==> config.mk <==
export PLATFORM = sky130hd
export DESIGN_NAME = fetch_stage_flat
export DESIGN_NICKNAME = d
export VERILOG_FILES = /design/src/rtl/fetch_stage_if.sv /design/src/rtl/fetch_stage.sv /design/src/flat_wrapper.sv
export SDC_FILE = /design/constraint.sdc
export NUM_CORES = 1
export LEC_CHECK = 0
export ABC_AREA = 1
export BUFFER_PORTS_ARGS = -buffer_cell sky130_fd_sc_hd__clkbuf_2
export CELL_PAD_IN_SITES_DETAIL_PLACEMENT = 1
export CELL_PAD_IN_SITES_GLOBAL_PLACEMENT = 1
export CORE_MARGIN = 2
export CORE_UTILIZATION = 40
export DETAILED_ROUTE_END_ITERATION = 10
export PLACE_DENSITY = 0.84
export SYNTH_ARGS = -nofsm -noshare
export SYNTH_HDL_FRONTEND = slang
export SYNTH_SLANG_ARGS = --single-unit
export TNS_END_PERCENT = 5
==> constraint.sdc <==
create_clock -name clk -period 4.92 [get_ports clk]
set_clock_uncertainty 0.15 [all_clocks]
set_input_delay 0.738 -clock clk [delete_from_list [all_inputs] [get_ports clk]]
set_output_delay 0.738 -clock clk [all_outputs]
set_load 0.05 [all_outputs]
==> src/rtl/fetch_stage_if.sv <==
// Instruction-memory request/grant/response bus between the fetch stage
// (master) and instruction memory (slave).
interface fetch_stage_if;
    logic [31:0] i_address;
    logic        i_read_enable;
    logic        i_gnt;
    logic        i_rvalid;
    logic [31:0] i_data_in;

    modport master (
        output i_address,
        output i_read_enable,
        input  i_gnt,
        input  i_rvalid,
        input  i_data_in
    );

    modport slave (
        input  i_address,
        input  i_read_enable,
        output i_gnt,
        output i_rvalid,
        output i_data_in
    );
endinterface

==> src/rtl/fetch_stage.sv <==
// DLX instruction-fetch stage: owns the fetch PC, issues in-order reads to
// instruction memory, buffers returned words in a small queue and drives the
// IF/ID register. Redirects from ID/EX flush the queue; responses still in
// flight at a redirect are counted and discarded when they arrive.
module fetch_stage #(
    parameter logic [31:0] RESET_PC = 32'h0000_0000,
    parameter int          DEPTH    = 2,
    parameter logic [31:0] NOP_INSN = 32'h0000_0000
) (
    input  logic               clk,
    input  logic               reset,
    fetch_stage_if.master      imem,
    input  logic               stall_ID,
    input  logic               Pc_cmd_id,
    input  logic [31:0]        pc_in_ID,
    input  logic               pc_cmd_EX,
    input  logic [31:0]        pc_target_EX,
    output logic [31:0]        i_data_read,
    output logic [31:0]        PC_ID,
    output logic               valid_ID
);

    localparam int PW = (DEPTH > 1) ? $clog2(DEPTH) : 1;
    localparam int CW = $clog2(DEPTH + 1);
    localparam logic [CW:0]   DEPTH_C = (CW + 1)'(DEPTH);
    localparam logic [PW-1:0] LAST_P  = PW'(DEPTH - 1);

    // Circular-pointer increment that also handles non-power-of-two depths.
    function automatic logic [PW-1:0] ptr_inc(input logic [PW-1:0] p);
        if (p == LAST_P) begin
            return '0;
        end
        return p + PW'(1);
    endfunction

    // Fetch PC and queue bookkeeping. Entries are filled strictly in order,
    // so the filled entries always form a prefix of the queue: the head is
    // filled exactly when allocated > unfilled.
    logic [31:0]   f_pc_q, f_pc_d;
    logic [PW-1:0] rd_ptr_q, rd_ptr_d;
    logic [PW-1:0] wr_ptr_q, wr_ptr_d;
    logic [PW-1:0] fill_ptr_q, fill_ptr_d;
    logic [CW-1:0] alloc_cnt_q, alloc_cnt_d;
    logic [CW-1:0] unf_cnt_q, unf_cnt_d;
    logic [CW-1:0] drop_cnt_q, drop_cnt_d;

    // Queue payload storage (no reset needed: only read once allocated/filled).
    logic [31:0] pc_mem_q   [DEPTH];
    logic [31:0] data_mem_q [DEPTH];

    // IF/ID register.
    logic        valid_q, valid_d;
    logic [31:0] insn_q, insn_d;
    logic [31:0] pcid_q, pcid_d;

    // Per-cycle decisions.
    logic          redirect;
    logic [31:0]   target;
    logic [CW:0]   occupancy;
    logic          req;
    logic          grant;
    logic          resp_drop;
    logic          resp_fill;
    logic          head_filled;
    logic          head_bypass;
    logic          pop;
    logic [31:0]   head_data;

    // Issue, response and IF/ID-advance decisions for this cycle.
    always_comb begin
        redirect    = pc_cmd_EX | Pc_cmd_id;
        target      = pc_cmd_EX ? pc_target_EX : pc_in_ID;
        occupancy   = {1'b0, alloc_cnt_q} + {1'b0, drop_cnt_q};
        req         = !reset && (occupancy < DEPTH_C) && !redirect;
        grant       = req && imem.i_gnt;
        resp_drop   = imem.i_rvalid && (drop_cnt_q != '0);
        resp_fill   = imem.i_rvalid && (drop_cnt_q == '0) && (unf_cnt_q != '0);
        head_filled = (alloc_cnt_q != unf_cnt_q);
        // With no filled entries the oldest unfilled entry is the head itself.
        head_bypass = !head_filled && resp_fill;
        pop         = !redirect && !stall_ID && (head_filled || head_bypass);
        head_data   = head_filled ? data_mem_q[rd_ptr_q] : imem.i_data_in;
    end

    assign imem.i_address     = f_pc_q;
    assign imem.i_read_enable = req;
    assign i_data_read        = insn_q;
    assign PC_ID              = pcid_q;
    assign valid_ID           = valid_q;

    // Next-state for PC, queue counters/pointers and the IF/ID register.
    always_comb begin
        f_pc_d      = f_pc_q;
        rd_ptr_d    = rd_ptr_q;
        wr_ptr_d    = wr_ptr_q;
        fill_ptr_d  = fill_ptr_q;
        alloc_cnt_d = alloc_cnt_q;
        unf_cnt_d   = unf_cnt_q;
        drop_cnt_d  = drop_cnt_q;
        valid_d     = valid_q;
        insn_d      = insn_q;
        pcid_d      = pcid_q;

        if (redirect) begin
            // Everything still outstanding after this cycle's response
            // (which is itself discarded) must be dropped when it returns.
            f_pc_d      = target;
            rd_ptr_d    = '0;
            wr_ptr_d    = '0;
            fill_ptr_d  = '0;
            alloc_cnt_d = '0;
            unf_cnt_d   = '0;
            drop_cnt_d  = drop_cnt_q + unf_cnt_q
                          - CW'(resp_drop || resp_fill);
            valid_d     = 1'b0;
            insn_d      = NOP_INSN;
        end else begin
            if (grant) begin
                f_pc_d   = f_pc_q + 32'd4;
                wr_ptr_d = ptr_inc(wr_ptr_q);
            end
            if (resp_fill) begin
                fill_ptr_d = ptr_inc(fill_ptr_q);
            end
            if (pop) begin
                rd_ptr_d = ptr_inc(rd_ptr_q);
            end
            alloc_cnt_d = alloc_cnt_q + CW'(grant) - CW'(pop);
            unf_cnt_d   = unf_cnt_q + CW'(grant) - CW'(resp_fill);
            drop_cnt_d  = drop_cnt_q - CW'(resp_drop);

            if (!stall_ID) begin
                if (pop) begin
                    valid_d = 1'b1;
                    insn_d  = head_data;
                    pcid_d  = pc_mem_q[rd_ptr_q];
                end else begin
                    valid_d = 1'b0;
                    insn_d  = NOP_INSN;
                end
            end
        end
    end

    // Control and IF/ID state registers with synchronous reset.
    always_ff @(posedge clk) begin
        if (reset) begin
            f_pc_q      <= RESET_PC;
            rd_ptr_q    <= '0;
            wr_ptr_q    <= '0;
            fill_ptr_q  <= '0;
            alloc_cnt_q <= '0;
            unf_cnt_q   <= '0;
            drop_cnt_q  <= '0;
            valid_q     <= 1'b0;
            insn_q      <= NOP_INSN;
            pcid_q      <= 32'h0000_0000;
        end else begin
            f_pc_q      <= f_pc_d;
            rd_ptr_q    <= rd_ptr_d;
            wr_ptr_q    <= wr_ptr_d;
            fill_ptr_q  <= fill_ptr_d;
            alloc_cnt_q <= alloc_cnt_d;
            unf_cnt_q   <= unf_cnt_d;
            drop_cnt_q  <= drop_cnt_d;
            valid_q     <= valid_d;
            insn_q      <= insn_d;
            pcid_q      <= pcid_d;
        end
    end

    // Queue payload writes: PC at grant, instruction word at response.
    always_ff @(posedge clk) begin
        if (grant) begin
            pc_mem_q[wr_ptr_q] <= f_pc_q;
        end
        if (resp_fill) begin
            data_mem_q[fill_ptr_q] <= imem.i_data_in;
        end
    end

endmodule
==> src/flat_wrapper.sv <==
// flat-port wrapper written by rule: the top's interface ports become plain ports
module fetch_stage_flat 
#(
    parameter logic [31:0] RESET_PC = 32'h0000_0000,
    parameter int          DEPTH    = 2,
    parameter logic [31:0] NOP_INSN = 32'h0000_0000
)
  (clk, reset, stall_ID, Pc_cmd_id, pc_in_ID, pc_cmd_EX, pc_target_EX, i_data_read, PC_ID, valid_ID, imem_i_address, imem_i_read_enable, imem_i_gnt, imem_i_rvalid, imem_i_data_in);
  fetch_stage_if imem_i ();
  input  logic clk;
  input  logic reset;
  input  logic stall_ID;
  input  logic Pc_cmd_id;
  input  logic [31:0] pc_in_ID;
  input  logic pc_cmd_EX;
  input  logic [31:0] pc_target_EX;
  output logic [31:0] i_data_read;
  output logic [31:0] PC_ID;
  output logic valid_ID;
  output wire logic [$bits(imem_i.i_address)-1:0] imem_i_address;
  output wire logic [$bits(imem_i.i_read_enable)-1:0] imem_i_read_enable;
  input wire logic [$bits(imem_i.i_gnt)-1:0] imem_i_gnt;
  input wire logic [$bits(imem_i.i_rvalid)-1:0] imem_i_rvalid;
  input wire logic [$bits(imem_i.i_data_in)-1:0] imem_i_data_in;
  assign imem_i_address = imem_i.i_address;
  assign imem_i_read_enable = imem_i.i_read_enable;
  assign imem_i.i_gnt = imem_i_gnt;
  assign imem_i.i_rvalid = imem_i_rvalid;
  assign imem_i.i_data_in = imem_i_data_in;
  fetch_stage #(.RESET_PC(RESET_PC), .DEPTH(DEPTH), .NOP_INSN(NOP_INSN)) u_core (.clk(clk), .reset(reset), .imem(imem_i), .stall_ID(stall_ID), .Pc_cmd_id(Pc_cmd_id), .pc_in_ID(pc_in_ID), .pc_cmd_EX(pc_cmd_EX), .pc_target_EX(pc_target_EX), .i_data_read(i_data_read), .PC_ID(PC_ID), .valid_ID(valid_ID));
endmodule
**Word level (Yosys, flattened, before mapping)**

Memories as Yosys holds them, arrays and structs flattened. A register that Yosys moved wholly into a read port is not among the register bits.
Index checks and enable logic that the tools add are counted.

- Logic and storage cells: 77
- Output and inout bits: 98
- Memories: 2
- Bits in writable memories: 128
- Flip-flop bits (word level): 74

- Muxes and demuxes: 28
- Equality and inequality tests: 1
- Bitwise operators: 3
- Reduce and logical (&&, ||, !) cells: 21
- Add/subtract/negate cells: 12
- Magnitude comparators: 1

Memory list:

| memory | depth | width | read ports | clocked after Yosys merged registers in | write ports | line | source |
|---|---|---|---|---|---|---|---|
| u_core.data_mem_q | 2 | 32 | 1 | 1 | 1 | fetch_stage.sv:49 | `logic [31:0] data_mem_q [DEPTH];` |
| u_core.pc_mem_q | 2 | 32 | 1 | 1 | 1 | fetch_stage.sv:48 | `logic [31:0] pc_mem_q [DEPTH];` |

Operators with widths:

| cell | number |
|---|---|
| 2-to-1 mux 32 bit | 5 |
| adder 32 x 3 -> 32 bit, second input constant | 1 |
| 2-to-1 mux 1 bit | 22 |
| logical AND 1 bit | 9 |
| subtractor 2 x 1 -> 2 bit | 4 |
| nonzero test 2 bit | 3 |
| adder 2 x 1 -> 2 bit | 2 |
| logical NOT 1 bit | 4 |
| adder 1 bit, second input constant | 3 |
| adder 2 x 2 -> 3 bit | 1 |
| < comparator 3 x 2 -> 1 bit, second input constant | 1 |
| AND reduction 3 bit | 1 |
| adder 2 bit | 1 |
| logical NOT 2 bit | 1 |
| logical OR 1 bit | 2 |
| 2-to-1 mux 2 bit | 1 |
| inequality test 2 bit | 1 |
| inverter 1 bit | 2 |
| OR reduction 2 bit | 1 |
| OR 1 bit | 1 |

**Depth between registers and ports, before layout**

Gate-level depths: netlist of the first run.

- Depth after elaboration: 11
- Gate-level depth with buffers: 14
- Gate-level depth less buffers: 11

**Least setup slack after synthesis of the first run**

Ideal clock, no wire load.

- Path type: input to output
- Start point: input port pc_cmd_EX
- End point: output port imem_i_read_enable
- Path slack: 1410 ps
- Stages: 7
- Arrival time: 2622 ps
- Path through: buf_2 inv_2 nand2_2 nor2_4 clkinv_1 clkbuf_1 nor3_1

- Cells in the longest elaborated chain, start to end: 3

RTL lines:

| item | line | source |
|---|---|---|
| from (decl) | flat_wrapper.sv:15 | `input logic pc_cmd_EX;` |
| OR 1 bit | fetch_stage.sv:71 | `redirect = pc_cmd_EX \| Pc_cmd_id;` |
| logical NOT 1 bit | fetch_stage.sv:74 | `req = !reset && (occupancy < DEPTH_C) && !redirect;` |
| logical AND 1 bit | fetch_stage.sv:74 |  |
| to (decl) | flat_wrapper.sv:21 | `output wire logic [$bits(imem_i.i_read_enable)-1:0] imem_i_read_enable;` |

No other way between the ends.

**Final worst setup path of the first run**

Same ends and word-level chain as after synthesis.

==> results.cfg, run 1 <==
[yosys]
syn_area_um2 = 10490
synth_area_leader_cell = edfxtp_1
ys_warn_count = 0
synth_common_cells = 315 x nand2_1, 203 x nor2_1, 128 x edfxtp_1
post_synth.cell_area_avg_um2 = 8.805
synth-edff-count = 128
netlist_instances = 1191
synthFlopType = edfxtp_1
async_flop_share_pct = 0
syn-num-nets = 1302
yosys-top-cells-area = edfxtp_1 37%, dfxtp_1 20%, nand2_1 11%
yosysSeqAreaShare_pct = 57.08
ys_ff_latch = 235
synthDistinctLibCells = 40
yosysMostFrequentCell = nand2_1
netlist.area_leader.share_pct = 36.65

[sta]
finalMaxSlewViolations = 0
rsz0062_at_grt = no
setup_viol = 0
hold_slack_ns = 0.2660
worst_pin_slew_ns = 1.204
fin_crit_ns = 3.872
final.period_utilization_pct = 78.70
max_slew_margin_pct = 19.66
clock.fmax_mhz = 258.3
final_hold_viol_count = 0
fin_setup_tns_ns = 0

[worst_setup_path]
cp-start-kind = primary input
r2r_setup_slack_ns = 1.57
reg2reg_to = u_core.alloc_cnt_q[1]$_SDFF_PP0_
worst-path-buf-inv = 5
cp_max_fo = 33
r2r_start = u_core.unf_cnt_q[1]$_SDFF_PP0_
cp_top_family = buffers and inverters
critical_path.startpoint = pc_cmd_EX
slowest_delay_ns = 0.49
path_class = in2out
critPathCaptureType = output pin
critPathRequiredTime_ns = 4.03
arrival_ns = 2.98
cp_slowest_cell = inv_2
r2r_cells = 10
crit_chain = clkbuf_2 -> buf_4 -> inv_2 -> nand2_2 -> nor2_4 -> clkinv_1 -> nor3_1 -> buf_12

[final_layout]
syn2layout_area_growth_pct = 21.07
final_cell_area_um2 = 12700
nets = 1478
final_util_pct = 49.00
drive_gt1_share_pct = 23.07

[global_route]
grt_pass1_vias = 9665
antenna_found_initial = 1
grt_util_met1_pct = 28.26
busiest_layer = met2
use_met2_pct = 39.78
gr-usage-all-layers_pct = 22.67
grt_remaining_overflow = 0
grt_pass1_wl_um = 50690
grt_use_met3_pct = 3.170
grt_max_degree = 66

[placement]
place_area_um2 = 11750
io_buffers = 200
dp_hpwl_um = 21120
gp_congestion = 0.8772

[clock_tree]
cts_sinks = 235
clk_pin_slew_ns = 0.06
root_buffer = clkbuf_16
cts_tree = done
cts_setup_buffers = 0
ctsResizeCount = 0
cts_max_path_buffers = 3
numCtsBuffers = 26
htree_num_levels = 1
clk_latency_ns = 0.53
cts-hold-fix-buffers = 0

[floorplan]
core_um2 = 25910
die_height_um = 165.9
rows = 59
die_area_um2 = 27530
dieWidth_um = 165.9
ios = 201
initial_utilization_pct = 40.47

[run_status]
outcome = finished clean

[detailed_routing]
dr.pass1.iters = 5
antenna_left = 0
drc_errors = 0
vias_per_cell = 5.287
drt_wl_total_um = 32070
drt_iter0_drc = 596
route.vias.total = 9109
wl_per_cell_um = 18.61

[worst_hold_path]
hp-class = in2reg
hold_end = u_core.data_mem_q[1][28]$_DFFE_PP_
holdPathStages = 1
worstHoldStart = imem_i_data_in[28]

[power_and_ir_drop]
total_leakage_power_nw = 5.125
ir_worst_vdd_uv = 253.0
power_density_nw_per_um2 = 371.9

[run]
maxCapViolations = 0
## power by group
| group | total (mW) | internal [mW] | switching [mW] | leakage [nW] |
|---|---|---|---|---|
| Sequential | 2.17 | 2.11 | 0.0650 | 2.03 |
| Clock | 2.16 | 1.37 | 0.788 | 0.463 |
| Combinational | 0.391 | 0.119 | 0.272 | 2.63 |
## cells in the final DEF, fill, tap and decap left out, types with 3 or more instances in the layout
cell type	count
a21oi_1	78
a21oi_2	10
buf_4	10
bufinv_16	7
clkbuf_1	7
clkbuf_16	27
clkbuf_2	199
clkinv_1	3
clkinv_2	5
dfxtp_1	107
edfxtp_1	128
ha_1	7
inv_1	49
mux2_2	32
nand2_1	315
nand2_2	12
nand3_1	67
nor2_1	199
nor2_4	5
o21ai_0	82
o21bai_1	3
xnor2_1	4
xor2_1	4
## how the worst max path moves through the flow
stage | end | slack, ns | cells past startpoint
after global routing | imem_i_read_enable | 0.86 | 8
after floorplan | imem_i_read_enable | 1.41 | 7
after detailed placement | flip-flop | 1.02 | 10
after CTS | imem_i_read_enable | 1.08 | 8
after global placement | u_core.rd_ptr_q$_SDFFE_PP0P_ | 1.18 | 10
final | imem_i_read_enable | 1.05 | 8
## flip-flops by register name (all words and copies together), names as in the netlist, named ones only
| name | cells |
|---|---|
| u_core.unf_cnt_q | 2 |
| u_core.pc_mem_q | 64 |
| u_core.imem.i_address | 32 |
| u_core.PC_ID | 32 |
| u_core.drop_cnt_q | 2 |
| u_core.alloc_cnt_q | 2 |
| u_core.i_data_read | 32 |
| u_core.wr_ptr_q | 1 |
| u_core.rd_ptr_q | 1 |
| u_core.data_mem_q | 64 |
| u_core.valid_ID | 1 |
| u_core.fill_ptr_q | 1 |
## stage by stage
| step | total power [mW] | worst slack (ns) | std cells |
|---|---|---|---|
| after global routing | 4.871 | 0.8641 | 1723 |
| after detailed placement | 2.601 | 1.023 | 1674 |
| after global placement | 2.582 | 1.179 | 1674 |
| after floorplan | 2.442 | 1.410 | 1191 |
| after CTS | 4.751 | 1.085 | 1722 |
| final | 4.721 | 1.048 | 1723 |
## metal layers
| layer | vias to the layer above | routed length (um) |
|---|---|---|
| met5 | - | 0 |
| met2 | 264 | 15940 |
| met1 | 4470 | 13510 |
| met3 | 81 | 1451 |
| met4 | 0 | 1159 |
| li1 | 4294 | - |
## cells by family (layout without fill, tap and decap cells)
group | Yosys count | count (layout) | share of synthesized area [%]
buffers and inverters | 114 | 310 | 4.725
XOR/XNOR | 10 | 10 | 0.9783
AO/OA/AOI/OAI | 179 | 179 | 9.128
adder cells (fa/ha/maj) | 8 | 8 | 1.026
multiplexers | 33 | 33 | 3.532
flip-flops | 235 | 235 | 57.08
AND/OR/NAND/NOR | 612 | 612 | 23.53
other | 0 | 1 | 0
## final cells by class
class	count	area, um^2
Multi-Input combinational cell	842	4058
Antenna cell	1	2.502
Sequential cell	235	5986
Timing Repair Buffer	210	1091
Inverter	52	195.2
Tap cell	335	419.2
Fill cell	3094	13220
Clock inverter	14	242.7
Clock buffer	34	701.9
Power figures use the tool's default switching activity.
==> run 2, diff against run 1 <==
- ABC_AREA: 1 -> 0
- PLACE_DENSITY: 0.84 -> 0.82
- clock period: 4.92 -> 3.78 ns (I/O delays scaled with it)
==> run 2 against run 1 <==
Compared with the run above: largest cell class unchanged; synthesized area down 5.8%; sequential share of layout area grew 2.8 points; register-to-register slack worse by 0.68 ns; utilization up 0.48 points; largest power group unchanged; highest routed layer unchanged; via count decreased by 19%; worst hold slack got worse by 0.15 ns; critical path depth is 1 lower; first-iteration DRC count down 19%; synthesized cell count is 28% lower; power is 23% higher; count of clock-buffer cells in the layout is 4 lower; flip-flop and latch count stayed put.
==> results.cfg, run 2 <==
[yosys]
synthMuxAreaShare_pct = 6.892
yosys.area_share.simple_pct = 11.55
async_flop_share_pct = 0
synth_top_family_by_area = compound AO/OA/AOI/OAI gates
synth-compound-area-share_pct = 13.63
synth_common_cells = 128 x edfxtp_1, 107 x dfxtp_1, 106 x nand2_1
netlist_instances = 858
yosys-top-cells-area = edfxtp_1 39%, dfxtp_1 22%, mux2i_1 6.9%
synthFlopType = edfxtp_1
synth_xor_area_share_pct = 2.661
synth-edff-count = 128
ys_ff_latch = 235
post_synth.cell_area_avg_um2 = 11.51
synthAdderAreaFrac_pct = 1.090
yosysMostFrequentCell = edfxtp_1
synthDistinctLibCells = 47
yosysSeqAreaShare_pct = 60.61
syn-num-nets = 969
netlist.area_leader.share_pct = 38.92
syn_area_um2 = 9876
ys_warn_count = 0
synth_area_leader_cell = edfxtp_1

[floorplan]
ios = 201
rows = 57
dieWidth_um = 161.1
initial_utilization_pct = 40.73
core_um2 = 24250
die_area_um2 = 25960
die_height_um = 161.1

[worst_setup_path]
r2r_start = u_core.drop_cnt_q[0]$_SDFF_PP0_
arrival_ns = 2.89
r2r_cells = 7
critical_path_cell_count = 7
slowest_delay_ns = 0.64
path_class = reg2reg
reg2reg_to = u_core.pc_mem_q[1][25]$_DFFE_PP_
endpoint = u_core.pc_mem_q[1][25]$_DFFE_PP_
cp_max_fo = 32
r2r_setup_slack_ns = 0.89
critPathCaptureType = flip-flop
cp-start-kind = flip-flop
critical_path.startpoint = u_core.drop_cnt_q[0]$_SDFF_PP0_
critPathRequiredTime_ns = 3.79
crit_chain = inv_1 -> nor2_1 -> fa_1 -> or3b_2 -> nor2_1 -> and2_1 -> buf_4
cp_slowest_cell = or3b_2
cp_top_family = simple AND/OR/NAND/NOR gates
worst-path-buf-inv = 2
cpMostUsedCell = nor2_1

[final_layout]
layout.cells.non_filler = 1382
drive_gt1_share_pct = 27.88
nets = 1151
layout_commonest_cell = clkbuf_2
most-common-layout-cells = 199 x clkbuf_2, 128 x edfxtp_1, 105 x nand2_1, 105 x dfxtp_1, 74 x nor2_1
syn2layout_area_growth_pct = 21.49
diodes = 0
final_cell_area_um2 = 12000
top_regs = u_core.data_mem_q: 64 flops, u_core.pc_mem_q: 64 flops

[run]
maxCapViolations = 0

[detailed_routing]
drc_errors = 0
route.vias.total = 7383
wl_per_cell_um = 19.32
vias_per_cell = 5.342
drt_iter0_drc = 484
drt_wl_total_um = 26690
antenna_left = 0
dr.pass1.iters = 4

[sta]
final.period_utilization_pct = 76.39
worst_pin_slew_ns = 1.219
hold_slack_ns = 0.1177
fin_setup_tns_ns = 0
final_hold_viol_count = 0
finalMaxSlewViolations = 0
fin_crit_ns = 2.887
max_slew_margin_pct = 18.46
setup_viol = 0
clock.fmax_mhz = 346.3
rsz0062_at_grt = no

[clock_tree]
numCtsBuffers = 25
ctsResizeCount = 0
clk_pin_slew_ns = 0.06
cts_sinks = 235
cts-hold-fix-buffers = 0
htree_num_levels = 1
root_buffer = clkbuf_16
clk_latency_ns = 0.51
cts_max_path_buffers = 3
cts_tree = done
cts_setup_buffers = 0

[worst_hold_path]
hp-class = in2reg

[global_route]
grt_pass1_vias = 7661
grt_pass1_wl_um = 42540
antenna_found_initial = 0
grt_max_degree = 99
gr-usage-all-layers_pct = 20.43
grt_remaining_overflow = 0

[placement]
place_area_um2 = 11140
dp.cells = 1337
io_buffers = 200
gp_congestion = 0.8765
dp_hpwl_um = 18110

[run_status]
outcome = finished clean

[power_and_ir_drop]
power.total_mw = 5.829
power_density_nw_per_um2 = 485.8
total_leakage_power_nw = 4.232
ir_worst_vdd_uv = 332.8
run 2: layout make-up:
type | instances | area (um^2)
Clock inverter | 15 | 182.7
Tap cell | 324 | 405.4
Sequential cell | 235 | 5988
Timing Repair Buffer | 214 | 1119
Inverter | 16 | 60.06
Clock buffer | 30 | 674.4
Multi-Input combinational cell | 548 | 3568
Fill cell | 2658 | 12250
run 2: per-stage QoR:
stage / worst slack (ns) / utilization [%]
6_report: 0.8926 / 49.48
5_1_grt: 0.6604 / 49.48
4_1_cts: 0.8485 / 49.48
3_5_place_dp: 0.8654 / 45.94
3_3_place_gp: 0.8832 / 45.94
2_1_floorplan: 0.2889 / -
run 2: report_power, final:
part	leakage (nW)	internal [mW]	total [mW]	switching, mW
clock network	0.422	1.54	2.53	0.987
logic	1.77	0.155	0.474	0.319
registers	2.03	2.75	2.82	0.0774
total	4.23	4.45	5.83	1.38
run 2: cell families (layout without fill, tap and decap cells):
logic type / count (synthesis) / after routing
AOI/OAI and AO/OA: 185 / 185
xor gates and xnor gates: 30 / 30
and+or+nand+nor: 257 / 257
adders and majority gates: 8 / 8
buffers and inverters: 75 / 275
DFF: 235 / 235
muxes: 68 / 68
run 2: how the worst min path moves through the flow:
stage	startpoint	to	cells after the start
4_1_cts	imem_i_data_in[29]	u_core.data_mem_q[0][29]$_DFFE_PP_	1
3_3_place_gp	u_core.i_data_read[25]$_SDFFE_PP0N_	u_core.i_data_read[25]$_SDFFE_PP0N_	2
6_report	imem_i_data_in[11]	u_core.data_mem_q[1][11]$_DFFE_PP_	1
2_1_floorplan	u_core.wr_ptr_q$_SDFFE_PP0P_	u_core.wr_ptr_q$_SDFFE_PP0P_	2
5_1_grt	imem_i_data_in[1]	u_core.data_mem_q[1][1]$_DFFE_PP_	1
3_5_place_dp	u_core.i_data_read[11]$_SDFFE_PP0N_	u_core.i_data_read[11]$_SDFFE_PP0N_	2
run 2: per-layer routing:
layer | vias to the layer above | routed length [um] | global-route usage [%]
li1 | 3510 | - | -
met5 | - | 0 | 0
met3 | 44 | 1389 | 2.953
met4 | 0 | 652 | 5.925
met1 | 3596 | 11760 | 28.00
met2 | 233 | 12890 | 33.93
